## src/rtl/inv_mix_state_seq_pkg.sv

```systemverilog
// rtl/inv_mix_state_seq_pkg.sv - shared AES constants, FSM encoding and xtime helper
package inv_mix_state_seq_pkg;

   localparam logic [7:0] AES_POLY  = 8'h1B;
   localparam int         NUM_COLS  = 4;
   localparam int         COL_W     = 32;
   localparam int         STATE_W   = NUM_COLS * COL_W;
   localparam int         COL_CNT_W = $clog2(NUM_COLS);

   typedef enum logic [1:0] {
      ST_IDLE = 2'd0,
      ST_BUSY = 2'd1,
      ST_DONE = 2'd2
   } state_e;

   // Multiply by x in GF(2^8), reducing by the AES polynomial.
   function automatic logic [7:0] xtime(input logic [7:0] b);
      return {b[6:0], 1'b0} ^ (b[7] ? AES_POLY : 8'h00);
   endfunction

endpackage

```

## src/rtl/inv_mix_state_seq_inv_mix_col.sv

```systemverilog
// rtl/inv_mix_state_seq_inv_mix_col.sv - combinational InvMixColumns on one 32-bit column
module inv_mix_state_seq_inv_mix_col
   import inv_mix_state_seq_pkg::*;
(
   input  logic [COL_W-1:0] col_in,
   output logic [COL_W-1:0] col_out
);

   logic [7:0] a  [4];
   logic [7:0] x2 [4];
   logic [7:0] x4 [4];
   logic [7:0] x8 [4];

   genvar r;
   generate
      for (r = 0; r < 4; r++) begin : g_row
         assign a[r]  = col_in[COL_W-1-8*r -: 8];
         assign x2[r] = xtime(a[r]);
         assign x4[r] = xtime(x2[r]);
         assign x8[r] = xtime(x4[r]);
         // 0E = 8^4^2, 0B = 8^2^1, 0D = 8^4^1, 09 = 8^1
         assign col_out[COL_W-1-8*r -: 8] =
              (x8[r]         ^ x4[r]         ^ x2[r])
            ^ (x8[(r+1)%4]   ^ x2[(r+1)%4]   ^ a[(r+1)%4])
            ^ (x8[(r+2)%4]   ^ x4[(r+2)%4]   ^ a[(r+2)%4])
            ^ (x8[(r+3)%4]   ^ a[(r+3)%4]);
      end
   endgenerate

endmodule

```

## src/rtl/inv_mix_state_seq.sv

```systemverilog
// rtl/inv_mix_state_seq.sv - iterative InvMixColumns over a 128-bit state, one column per clock
// Optional bypass port enabled by AES_INV_MIX_BYPASS_EN.
module inv_mix_state_seq
   import inv_mix_state_seq_pkg::*;
(
   input  logic               clk,
   input  logic               rst,
   input  logic               in_valid,
   output logic               in_ready,
   input  logic [STATE_W-1:0] state_in,
   output logic               out_valid,
   input  logic               out_ready,
`ifdef AES_INV_MIX_BYPASS_EN
   input  logic               bypass,
`endif
   output logic [STATE_W-1:0] state_out
);

   state_e                 state_q, state_d;
   logic [COL_CNT_W-1:0]   col_cnt_q, col_cnt_d;
   logic [STATE_W-1:0]     work_q, work_d;
   logic [COL_W-1:0]       col_in, col_mixed, col_next;
`ifdef AES_INV_MIX_BYPASS_EN
   logic                   bypass_q, bypass_d;
`endif

   inv_mix_state_seq_inv_mix_col u_inv_mix_col (
      .col_in  (col_in),
      .col_out (col_mixed)
   );

   always_comb begin
      col_in = work_q[(NUM_COLS-1-int'(col_cnt_q))*COL_W +: COL_W];
`ifdef AES_INV_MIX_BYPASS_EN
      col_next = bypass_q ? col_in : col_mixed;
`else
      col_next = col_mixed;
`endif
   end

   always_comb begin
      state_d   = state_q;
      col_cnt_d = col_cnt_q;
      work_d    = work_q;
`ifdef AES_INV_MIX_BYPASS_EN
      bypass_d  = bypass_q;
`endif
      case (state_q)
         ST_IDLE: begin
            if (in_valid) begin
               work_d    = state_in;
               col_cnt_d = '0;
`ifdef AES_INV_MIX_BYPASS_EN
               bypass_d  = bypass;
`endif
               state_d   = ST_BUSY;
            end
         end
         ST_BUSY: begin
            work_d[(NUM_COLS-1-int'(col_cnt_q))*COL_W +: COL_W] = col_next;
            if (col_cnt_q == COL_CNT_W'(NUM_COLS-1)) begin
               col_cnt_d = '0;
               state_d   = ST_DONE;
            end else begin
               col_cnt_d = col_cnt_q + COL_CNT_W'(1);
            end
         end
         ST_DONE: begin
            if (out_ready) state_d = ST_IDLE;
         end
         default: state_d = ST_IDLE;
      endcase
   end

   always_ff @(posedge clk) begin
      if (rst) begin
         state_q   <= ST_IDLE;
         col_cnt_q <= '0;
         work_q    <= '0;
`ifdef AES_INV_MIX_BYPASS_EN
         bypass_q  <= 1'b0;
`endif
      end else begin
         state_q   <= state_d;
         col_cnt_q <= col_cnt_d;
         work_q    <= work_d;
`ifdef AES_INV_MIX_BYPASS_EN
         bypass_q  <= bypass_d;
`endif
      end
   end

   // rst gates in_ready so nothing is accepted on a reset edge
   assign in_ready  = (state_q == ST_IDLE) && !rst;
   assign out_valid = (state_q == ST_DONE);
   assign state_out = work_q;

endmodule
```

## config.mk

```make
export PLATFORM = sky130hd
export DESIGN_NAME = inv_mix_state_seq
export DESIGN_NICKNAME = d
export VERILOG_FILES = /design/src/rtl/inv_mix_state_seq_pkg.sv /design/src/rtl/inv_mix_state_seq_inv_mix_col.sv /design/src/rtl/inv_mix_state_seq.sv
export SDC_FILE = /design/constraint.sdc
export NUM_CORES = 1
export LEC_CHECK = 0
export BUFFER_PORTS_ARGS = -buffer_cell sky130_fd_sc_hd__buf_2
export CORE_ASPECT_RATIO = 1.75
export CORE_UTILIZATION = 48
export CTS_CLUSTER_DIAMETER = 200
export DETAILED_ROUTE_END_ITERATION = 12
export PLACE_DENSITY = 0.78
export SLEW_MARGIN = 40
export SYNTH_ARGS = -nofsm -noshare
export SYNTH_HDL_FRONTEND = slang
export SYNTH_SLANG_ARGS = --single-unit
```

## constraint.sdc

```tcl
create_clock -name clk -period 3.03 [get_ports clk]
set_input_delay 0.303 -clock clk [delete_from_list [all_inputs] [get_ports clk]]
set_output_delay 0.303 -clock clk [all_outputs]
set_load 0.1 [all_outputs]
```

== Yosys cells after proc, flatten, opt, wreduce, memory -nomap -nowiden ==
Index checks and enable logic that the tools add are counted.
Cells by class
  mux-type cells: 22
  add/sub/neg operators: 3
  reduce and logical (&&, ||, !) cells: 6
  bitwise operators: 48
  equality and inequality tests: 6
  shift-type cells: 3
Operators by type and width (count)
  $xor 8x8->8: 48
  $pmux 128 s2: 1
  $bwmux 128: 1
  $mux 128: 1
  $shift 32x33->128 const A: 1
  $shiftx 128x8->32: 1
  $shiftx 32x33->128: 1
  $mux 5: 12
  $neg 8->33: 1
  $mux 2: 5
  $pmux 2 s3: 1
  $eq 2x2->1 const B: 2
  $ne 2x2->1 const B: 2
  $pmux 2 s2: 1
  $reduce_and 3->1: 1
  $sub 2x2->3 const A: 1
  $add 2x1->2 const B: 1
  $eq 2x1->1 const B: 1
  $logic_not 2->1: 1
  $ne 2x1->1 const B: 1
  $reduce_and 2->1: 1
  $reduce_bool 2->1: 1
  $logic_and 1x1->1: 1
  $logic_not 1->1: 1
Storage, ports and cells
  flip-flop bits (word level): 132
  logic and storage cells: 91

== Logic depth before layout (Yosys ltp) ==
Gate-level depths: netlist of run 1.
  word-level depth: 16
  gate-level depth with buffers: 12
  depth with buffers taken out: 8

== Modules after synthesis ==
A second synthesis of run 1 with hierarchy kept.
Unflattened totals
  cells, all modules: 993
  area total of the unflattened synthesis: 9628.0 um^2
Modules (own cells, without submodules)
  inv_mix_state_seq: area an instance 7265.7 um^2, instances 1, cells each 781
  inv_mix_state_seq_inv_mix_col: area an instance 2362.3 um^2, instances 1, cells each 212

== Worst setup path before layout of run 1 ==
Ideal clock, no wire load.
  path type: reg2reg
  from: reg work_q[69] (netlist: state_out[69])
  to: reg work_q[108] (netlist: state_out[108])
  stages on the path, launching flop included: 8
  arrival time: 3.283 ns
  slack: -0.328 ns
  path through: dfxtp_1 -> mux4_2 -> xnor3_1 -> xor3_1 -> xnor3_1 -> xnor2_1 -> nand2_1 -> a31oi_1
On the way
  longest elaborated chain between the ends: 13
Ends and longest elaborated chain
  from (decl): line inv_mix_state_seq.sv:21  | logic [STATE_W-1:0] work_q, work_d;
  from (signal assigned): line inv_mix_state_seq.sv:86  | work_q <= work_d;
  $shiftx 128x8->32 *: line inv_mix_state_seq.sv:33  | col_in = work_q[(NUM_COLS-1-int'(col_cnt_q))*COL_W +: COL_W];
  $xor 8x8->8 (2 in a row): line inv_mix_state_seq_pkg.sv:18  | return {b[6:0], 1'b0} ^ (b[7] ? AES_POLY : 8'h00);
  $mux 5: line inv_mix_state_seq_pkg.sv:18
  $xor 8x8->8: line inv_mix_state_seq_pkg.sv:18
  $xor 8x8->8 (on tied branches): line inv_mix_state_seq_inv_mix_col.sv:23, inv_mix_state_seq_inv_mix_col.sv:25, inv_mix_state_seq_inv_mix_col.sv:24
  $xor 8x8->8 (on tied branches): line inv_mix_state_seq_inv_mix_col.sv:23, inv_mix_state_seq_inv_mix_col.sv:24
  $xor 8x8->8: line inv_mix_state_seq_inv_mix_col.sv:24  | ^ (x8[(r+1)%4] ^ x2[(r+1)%4] ^ a[(r+1)%4])
  $xor 8x8->8: line inv_mix_state_seq_inv_mix_col.sv:25  | ^ (x8[(r+2)%4] ^ x4[(r+2)%4] ^ a[(r+2)%4])
  $xor 8x8->8: line inv_mix_state_seq_inv_mix_col.sv:26  | ^ (x8[(r+3)%4] ^ a[(r+3)%4]);
  $shiftx 32x33->128 *: line inv_mix_state_seq.sv:60  | work_d[(NUM_COLS-1-int'(col_cnt_q))*COL_W +: COL_W] = col_next;
  $bwmux 128 *: line inv_mix_state_seq.sv:60
  $pmux 128 s2 *: line inv_mix_state_seq.sv:48  | case (state_q)
Every way passes the cells marked *; elsewhere a longest branch is shown, timed or not.
A chain may end at the register's enable or synchronous reset.

== Final worst setup path of run 1 ==
  from: reg col_cnt_q[0]
  to: reg work_q[63] (netlist: state_out[63])
On the way
  longest elaborated chain between the ends: 14
Ends and longest elaborated chain
  from (decl): line inv_mix_state_seq.sv:20  | logic [COL_CNT_W-1:0] col_cnt_q, col_cnt_d;
  from (signal assigned): line inv_mix_state_seq.sv:85  | col_cnt_q <= col_cnt_d;
  $sub 2x2->3 *: line inv_mix_state_seq.sv:33, inv_mix_state_seq.sv:60
  $shiftx 128x8->32: line inv_mix_state_seq.sv:33
  $xor 8x8->8 or $mux 5 (tied branches) (2 in a row): line inv_mix_state_seq_pkg.sv:18
  $mux 5 or $xor 8x8->8 (tied branches): line inv_mix_state_seq_pkg.sv:18
  $xor 8x8->8: line inv_mix_state_seq_pkg.sv:18
  $xor 8x8->8 (on tied branches): line inv_mix_state_seq_inv_mix_col.sv:23, inv_mix_state_seq_inv_mix_col.sv:25, inv_mix_state_seq_inv_mix_col.sv:24
  $xor 8x8->8 (on tied branches): line inv_mix_state_seq_inv_mix_col.sv:23, inv_mix_state_seq_inv_mix_col.sv:24
  $xor 8x8->8: line inv_mix_state_seq_inv_mix_col.sv:24
  $xor 8x8->8: line inv_mix_state_seq_inv_mix_col.sv:25
  $xor 8x8->8: line inv_mix_state_seq_inv_mix_col.sv:26
  $shiftx 32x33->128: line inv_mix_state_seq.sv:60
  $bwmux 128 *: line inv_mix_state_seq.sv:60
  $pmux 128 s2 *: line inv_mix_state_seq.sv:48
Marked as above.

==> results of run 1 <==
## metrics by stage
stage	TNS, ns	setup slack, ns
final	-7.316	-0.4090
after global routing	-14.24	-0.5317
after CTS	-1.807	-0.09049
after detailed placement	-6.171	-0.2696
after global placement	-3.815	-0.2862
after floorplan	-0.0002429	-0.0002429
## what timing repair did
item | 4_1_cts | 5_1_grt
endpoints found under the setup margin | 88 | 128
hold endpoints to repair | 0 | 0
gates cloned | 1 | 0
pin swaps | 18 | 76
resized for setup | 62 | 105
buffers inserted | 18 | 30
## power groups by stage
| stage | sequential (mW) | combinational [mW] | clock, mW |
|---|---|---|---|
| 2_1_floorplan | 3.63 | 6.47 | 0 |
| 3_3_place_gp | 2.21 | 11.5 | 0 |
| 3_5_place_dp | 2.20 | 11.6 | 0 |
| 4_1_cts | 2.17 | 12.9 | 2.30 |
| 5_1_grt | 2.20 | 16.0 | 2.41 |
| 6_report | 2.20 | 15.7 | 2.34 |
## worst max-delay path: stages, from the launching register on
cell	delay [ns]
dfxtp_4	0.41
buf_6	0.16
buf_4	0.14
mux4_2	0.62
xnor2_4	0.37
buf_4	0.21
xnor2_2	0.14
xnor2_2	0.09
buf_4	0.16
xnor2_2	0.20
a221oi_1	0.69
nor3_1	0.10
## how the worst max path moves through the flow
| stage | endpoint | slack [ns] | depth (start not counted) |
|---|---|---|---|
| final | state_out[63] | -0.41 | 11 |
| after global routing | state_out[63] | -0.53 | 11 |
| after CTS | state_out[123] | -0.09 | 10 |
| after detailed placement | state_out[91] | -0.27 | 7 |
| after global placement | state_out[91] | -0.29 | 7 |
| after floorplan | state_out[21] | -0.0002 | 9 |
## state kept, by name (all words and copies together) (netlist names)
| signal | cells |
|---|---|
| col_cnt_q | 2 |
| state_out | 128 |
| state_q | 2 |
## cells in the mapped netlist (all sizes together) (2+ instances only)
cell type    n  area [sq um]
dfxtp      132          2643
xnor2      132          1366
nor2       126         473.0
nor3        94         470.5
a221oi      92         824.5
clkbuf      64         240.2
mux4        32         747.0
o21ai       32         160.2
xor2        31         320.3
a21oi       30         150.1
xnor3       29         654.4
nand2       24         90.09
buf         22         173.9
nand3       10         50.05
a31oi        8         50.05
o32ai        8         70.07
nand2b       6         37.54
a211oi       5         37.54
a21o         4         30.03
a2bb2oi      4         35.03
ha           4         50.05
xor3         4         97.60
inv          3         11.26
and3         2         12.51
nor2b        2         12.51
## final cells by class
type	count	area, sq um	share of cell area [%]
clock buffers	20	446.7	3.365
flip-flops and latches	132	2724	20.52
multi-input cells	684	6823	51.40
inverters	3	11.26	0.08483
well taps	234	292.8	2.206
repair buffers	431	2768	20.85
clock inverters	12	203.9	1.536
diodes	2	5.005	0.03770
## per-layer routing
metal	up-vias	wire length, microns
met3	380	4547
met5	-	0
met2	1032	20490
met4	0	4314
met1	4743	12880
li1	4039	-
## cells by family (layout without fill, tap and decap cells)
logic type / Yosys count / after routing / synth area share, %
compound gates: 185 / 185 / 15.53
xor+xnor: 196 / 196 / 27.58
fa+ha+maj: 4 / 4 / 0.5661
buf+inv: 89 / 466 / 4.812
flops: 132 / 132 / 29.89
mux: 32 / 32 / 8.449
other cells: 0 / 2 / 0
simple gates: 267 / 267 / 13.18
==> run metrics, run 1 <==
Overflow after GRT 0; total non-filler cell area in the finished layout 0.01327 sq mm; clock root buffer clkbuf_16; Synth Instances 905; drt initial violations 1,453; Net count, final 1,405; height of the die 181.5 microns; peak ir drop on the vdd network 0.0007429 V; Num CTS Buffers 17; global-route wire length before repair 55,340 microns; Critical Path Start Type flip-flop; number of detailed-route iterations in the first pass 6; Net Switching 9.977 mW; post-layout worst setup margin -0.4090 ns; fin cells 1,518; Post-synth ARST share 0%; Yosys warning count 0; Final Max Tran Viols 0; Worst Hold Path EP state_out[124]; clock-pin slew on the worst setup and hold paths 0.06 ns; effective utilization at floorplan 48.97%; Final Setup Violations 79; status finished, violations left; DR vias/cell 6.715; Core Region 0.01805 sq mm; setup repair after global routing missed its margin yes; internal power summed over all cells 10.28 mW; leakage power total 5.867 nW; critical register-to-register path startpoint col_cnt_q[0]; arrival time worst endpoint 3.73 ns; share of layout cells above drive strength 1 54.68%; sw frac 49.26%; DIE AREA 0.01899 sq mm; buffers from clock root to sink, at most 2; total I/O pin count 262; Worst slew margin 42.64%; number of fill cells in the layout 1,125; sequential share of power 10.8%; overall track demand over capacity in global routing 38.93%; clock tree from TritonCTS yes; total number of placement rows 65; commonest non-fill, non-tap cells in the layout buf_2 (260), buf_4 (148), nor2_1 (125); largest driver fanout on the critical path 6; wire length per cell 27.82 microns; Worst Hold Class in2reg; FMAX 290.8 MHz; global routing met2 resource utilization 67.02%; shortest period the worst path allows 3.439 ns; power per standard cell area 1526 mW/mm^2; depth of the worst hold-timing path 3; sort of element at the end of the critical path flip-flop; maximum number of pins on one net before global-route repair 129; aggregate routed wire length 42,230 microns; vias in the first global route 9,673; PnR Total Power 20.25 mW; number of distinct standard cells referenced by the synthesized netlist 42; overall die width 104.6 microns; final routed DRC violation total 0; net count after synthesis 1,041; placed inst area 0.01117 sq mm; register bit count reported by yosys 132; worst skew pair latency 0.45 ns; violations in the final reports setup timing; Port-buffer cells 261; commonest non-fill, non-tap cell in the layout buf_2; power share of the clock group 11.6%; Slew @ Worst Pin 0.8605 ns; number of enable flip-flop cells after synthesis 0; R2R depth 11; final hold slack 0.1375 ns; TritonCTS Sinks 132; met1 Use GR 41.64%; final hold violation count 0; placer's final routability congestion estimate 1.032; maxcap violations 0; CP startpoint col_cnt_q[0]; startpoint of the lowest-slack hold path state_in[124]; Clock Skew 0.01115 ns; Final Cycle Share 113.5%; average size of a mapped cell 9.769 sq um; global routing usage on met3 8.184%; top_reg_cell synth dfxtp_1; number of nets with antenna violations after detailed routing 0; CTS hold repair buffers 0; antenna violations before repair 2; register-to-register path setup slack -0.41 ns; CP required 3.32 ns; hpwl dp 25,510 microns; Reg2Reg Capture Point state_out[63]; classification of the worst setup path reg2reg; fraction of power consumed by combinational cells 77.6%; GR peak layer met2; Util after Layout 73.52%; sequential cell area fraction in the yosys report 29.89%; post-placement cell count 1,437; total via count after detailed routing 10,190; maximum level of the CTS H-tree 4; synthesis-to-layout area growth 50.14%; Post-Synthesis Cell Area 0.008841 sq mm
(Power assumes the default switching activity.)
==> run 2: changes to the inputs <==
Settings changed: CELL_PAD_IN_SITES_DETAIL_PLACEMENT from default to 0, CELL_PAD_IN_SITES_GLOBAL_PLACEMENT from default to 1, CORE_UTILIZATION 48 to 36, PLACE_DENSITY 0.78 to default, PLACE_DENSITY_LB_ADDON from default to 0.1.
==> run metrics, run 2 (synthesis gave the netlist of run 1 again) <==
Slew @ Worst Pin 0.8221 ns (was 0.8605 ns); antenna violations before repair 0 (was 2); Final Cycle Share 103.3% (was 113.5%); total number of placement rows 75 (was 65); peak ir drop on the vdd network 0.0007880 V (was 0.0007429 V); number of fill cells in the layout 2,167 (was 1,125); effective utilization at floorplan 36.80% (was 48.97%); drt initial violations 536 (was 1,453); clock tree from TritonCTS yes (unchanged); Worst slew margin 45.20% (was 42.64%); power share of the clock group 11.2% (was 11.6%); commonest non-fill, non-tap cells in the layout buf_2 (260), buf_4 (144), nor2_1 (125) (was buf_2 (260), buf_4 (148), nor2_1 (125)); DR vias/cell 5.658 (was 6.715); placed inst area 0.01144 sq mm (was 0.01117 sq mm); final hold violation count 0 (unchanged); FMAX 319.6 MHz (was 290.8 MHz); hpwl dp 28,590 microns (was 25,510 microns); Final Max Tran Viols 0 (unchanged); fraction of power consumed by combinational cells 77.7% (was 77.6%); post-layout worst setup margin -0.09888 ns (was -0.4090 ns); final routed DRC violation total 0 (unchanged); power per standard cell area 1461 mW/mm^2 (was 1526 mW/mm^2); clock-pin slew on the worst setup and hold paths 0.06 ns (about the same); maxcap violations 0 (unchanged); overall die width 120.5 microns (was 104.6 microns); leakage power total 5.883 nW (was 5.867 nW); DIE AREA 0.02521 sq mm (was 0.01899 sq mm); worst skew pair latency 0.44 ns (was 0.45 ns); Clock Skew 0.008344 ns (was 0.01115 ns); depth of the worst hold-timing path 3 (unchanged); CTS hold repair buffers 0 (unchanged); global-route wire length before repair 57,940 microns (was 55,340 microns); Overflow after GRT 0 (unchanged); maximum level of the CTS H-tree 4 (unchanged); violations in the final reports setup timing (unchanged); shortest period the worst path allows 3.129 ns (was 3.439 ns); classification of the worst setup path reg2reg (unchanged); final hold slack 0.1391 ns (was 0.1375 ns); total I/O pin count 262 (unchanged); internal power summed over all cells 10.22 mW (was 10.28 mW); vias in the first global route 9,031 (was 9,673); setup repair after global routing missed its margin yes (unchanged); arrival time worst endpoint 3.44 ns (was 3.73 ns); overall track demand over capacity in global routing 31.93% (was 38.93%); aggregate routed wire length 40,330 microns (was 42,230 microns); commonest non-fill, non-tap cell in the layout buf_2 (unchanged); total non-filler cell area in the finished layout 0.01343 sq mm (was 0.01327 sq mm); largest driver fanout on the critical path 4 (was 6); status finished, violations left (unchanged); sw frac 47.88% (was 49.26%); sequential share of power 11.1% (was 10.8%); flip-flop count of the largest register, all copies and words added 128 (unchanged); Num CTS Buffers 17 (unchanged); clock root buffer clkbuf_16 (unchanged); CP required 3.34 ns (was 3.32 ns); Antenna Diode Count 0 (was 2); Critical Path Start Type flip-flop (unchanged); Worst Hold Class in2reg (unchanged); sort of element at the end of the critical path flip-flop (unchanged); total via count after detailed routing 9,041 (was 10,190); height of the die 209.3 microns (was 181.5 microns); R2R depth 12 (was 11); synthesis-to-layout area growth 51.85% (was 50.14%); TritonCTS Sinks 132 (unchanged); number of nets with antenna violations after detailed routing 0 (unchanged); placer's final routability congestion estimate 1.023 (was 1.032); number of detailed-route iterations in the first pass 6 (unchanged); maximum number of pins on one net before global-route repair 129 (unchanged); wire length per cell 25.24 microns (was 27.82 microns); Core Region 0.02402 sq mm (was 0.01805 sq mm); Final Setup Violations 18 (was 79); Net Switching 9.391 mW (was 9.977 mW); Net count, final 1,413 (was 1,405); Port-buffer cells 261 (unchanged); buffers from clock root to sink, at most 2 (unchanged); share of layout cells above drive strength 1 55.43% (was 54.68%)
## run 2: cell types whose count changed in the layout (fill, tap and decap cells not counted), moves of 4 or more
cell      before  now
o21ai_0       22   17
buf_6         12   17
buf_8          0    5
o21ai_1        9   14
xnor2_2       49   42
xnor2_4       28   22
a221oi_2      23   50
buf_4        148  144
a221oi_1      69   42
nand2_1       20   24
xnor2_1       55   68
## run 2: power groups by stage
stage          Combinational, mW  Sequential (mW)  Clock (mW)
5_1_grt                     15.8             2.20        2.30
4_1_cts                     13.9             2.17        2.22
6_report                    15.2             2.17        2.20
3_5_place_dp                12.1             2.20           0
2_1_floorplan               6.47             3.63           0
3_3_place_gp                12.1             2.21           0
## run 2: worst paths after layout
check / startpoint / to / slack [ns]
setup / recovery: col_cnt_q[0] / state_out[78] / -0.1
hold / removal: state_in[12] / state_out[12] / 0.14
setup reg to reg: col_cnt_q[0] / state_out[78] / -0.1
hold reg to reg: state_out[77] / state_out[77] / 0.50
## run 2: worst max-delay path, stage by stage, from the launching register on
cell,delay [ns]
dfxtp_4,0.40
buf_4,0.13
mux4_2,0.62
buf_8,0.19
xor2_4,0.18
buf_4,0.16
xnor3_2,0.39
buf_6,0.17
xnor2_4,0.15
xnor2_2,0.14
buf_4,0.16
a221oi_1,0.24
nor3_1,0.08
## run 2: through the flow
stage / power [mW] / util, % / setup slack (ns) / setup TNS (ns) / instances
detailed placement: 14.30 / 47.63 / -0.2994 / -10.70 / 1528
global placement: 14.31 / 47.63 / -0.3422 / -10.53 / 1528
CTS: 18.34 / 53.26 / -0.1192 / -1.922 / 1580
finish: 19.61 / 55.89 / -0.09888 / -0.7558 / 1598
floorplan: 10.10 / - / -0.0002429 / -0.0002429 / 905
global route: 20.25 / 55.89 / -0.1567 / -5.155 / 1598
## run 2: timing repair
action	in CTS	in global routing
endpoints found under the setup margin	99	120
resized for setup	92	95
buffers inserted	20	21
gates cloned	1	0
pin swaps	29	46
## run 2: area by class of cell
type                    instances  area (sq um)  area share (%)
multi-input cells             684          6785           50.54
repair buffers                439          2909           21.67
flip-flops and latches        132          2725           20.30
clock buffers                  22         454.2           3.383
well taps                     308         385.4           2.870
clock inverters                10         155.1           1.156
inverters                       3         11.26         0.08388
## run 2: per-layer routing
metal	global-route usage (%)	share of wire [%]	vias up
met3	4.511	5.0	91
li1	-	-	4055
met1	37.28	37	4464
met4	15.41	3.8	0
met2	56.60	54	431
met5	0	0	-
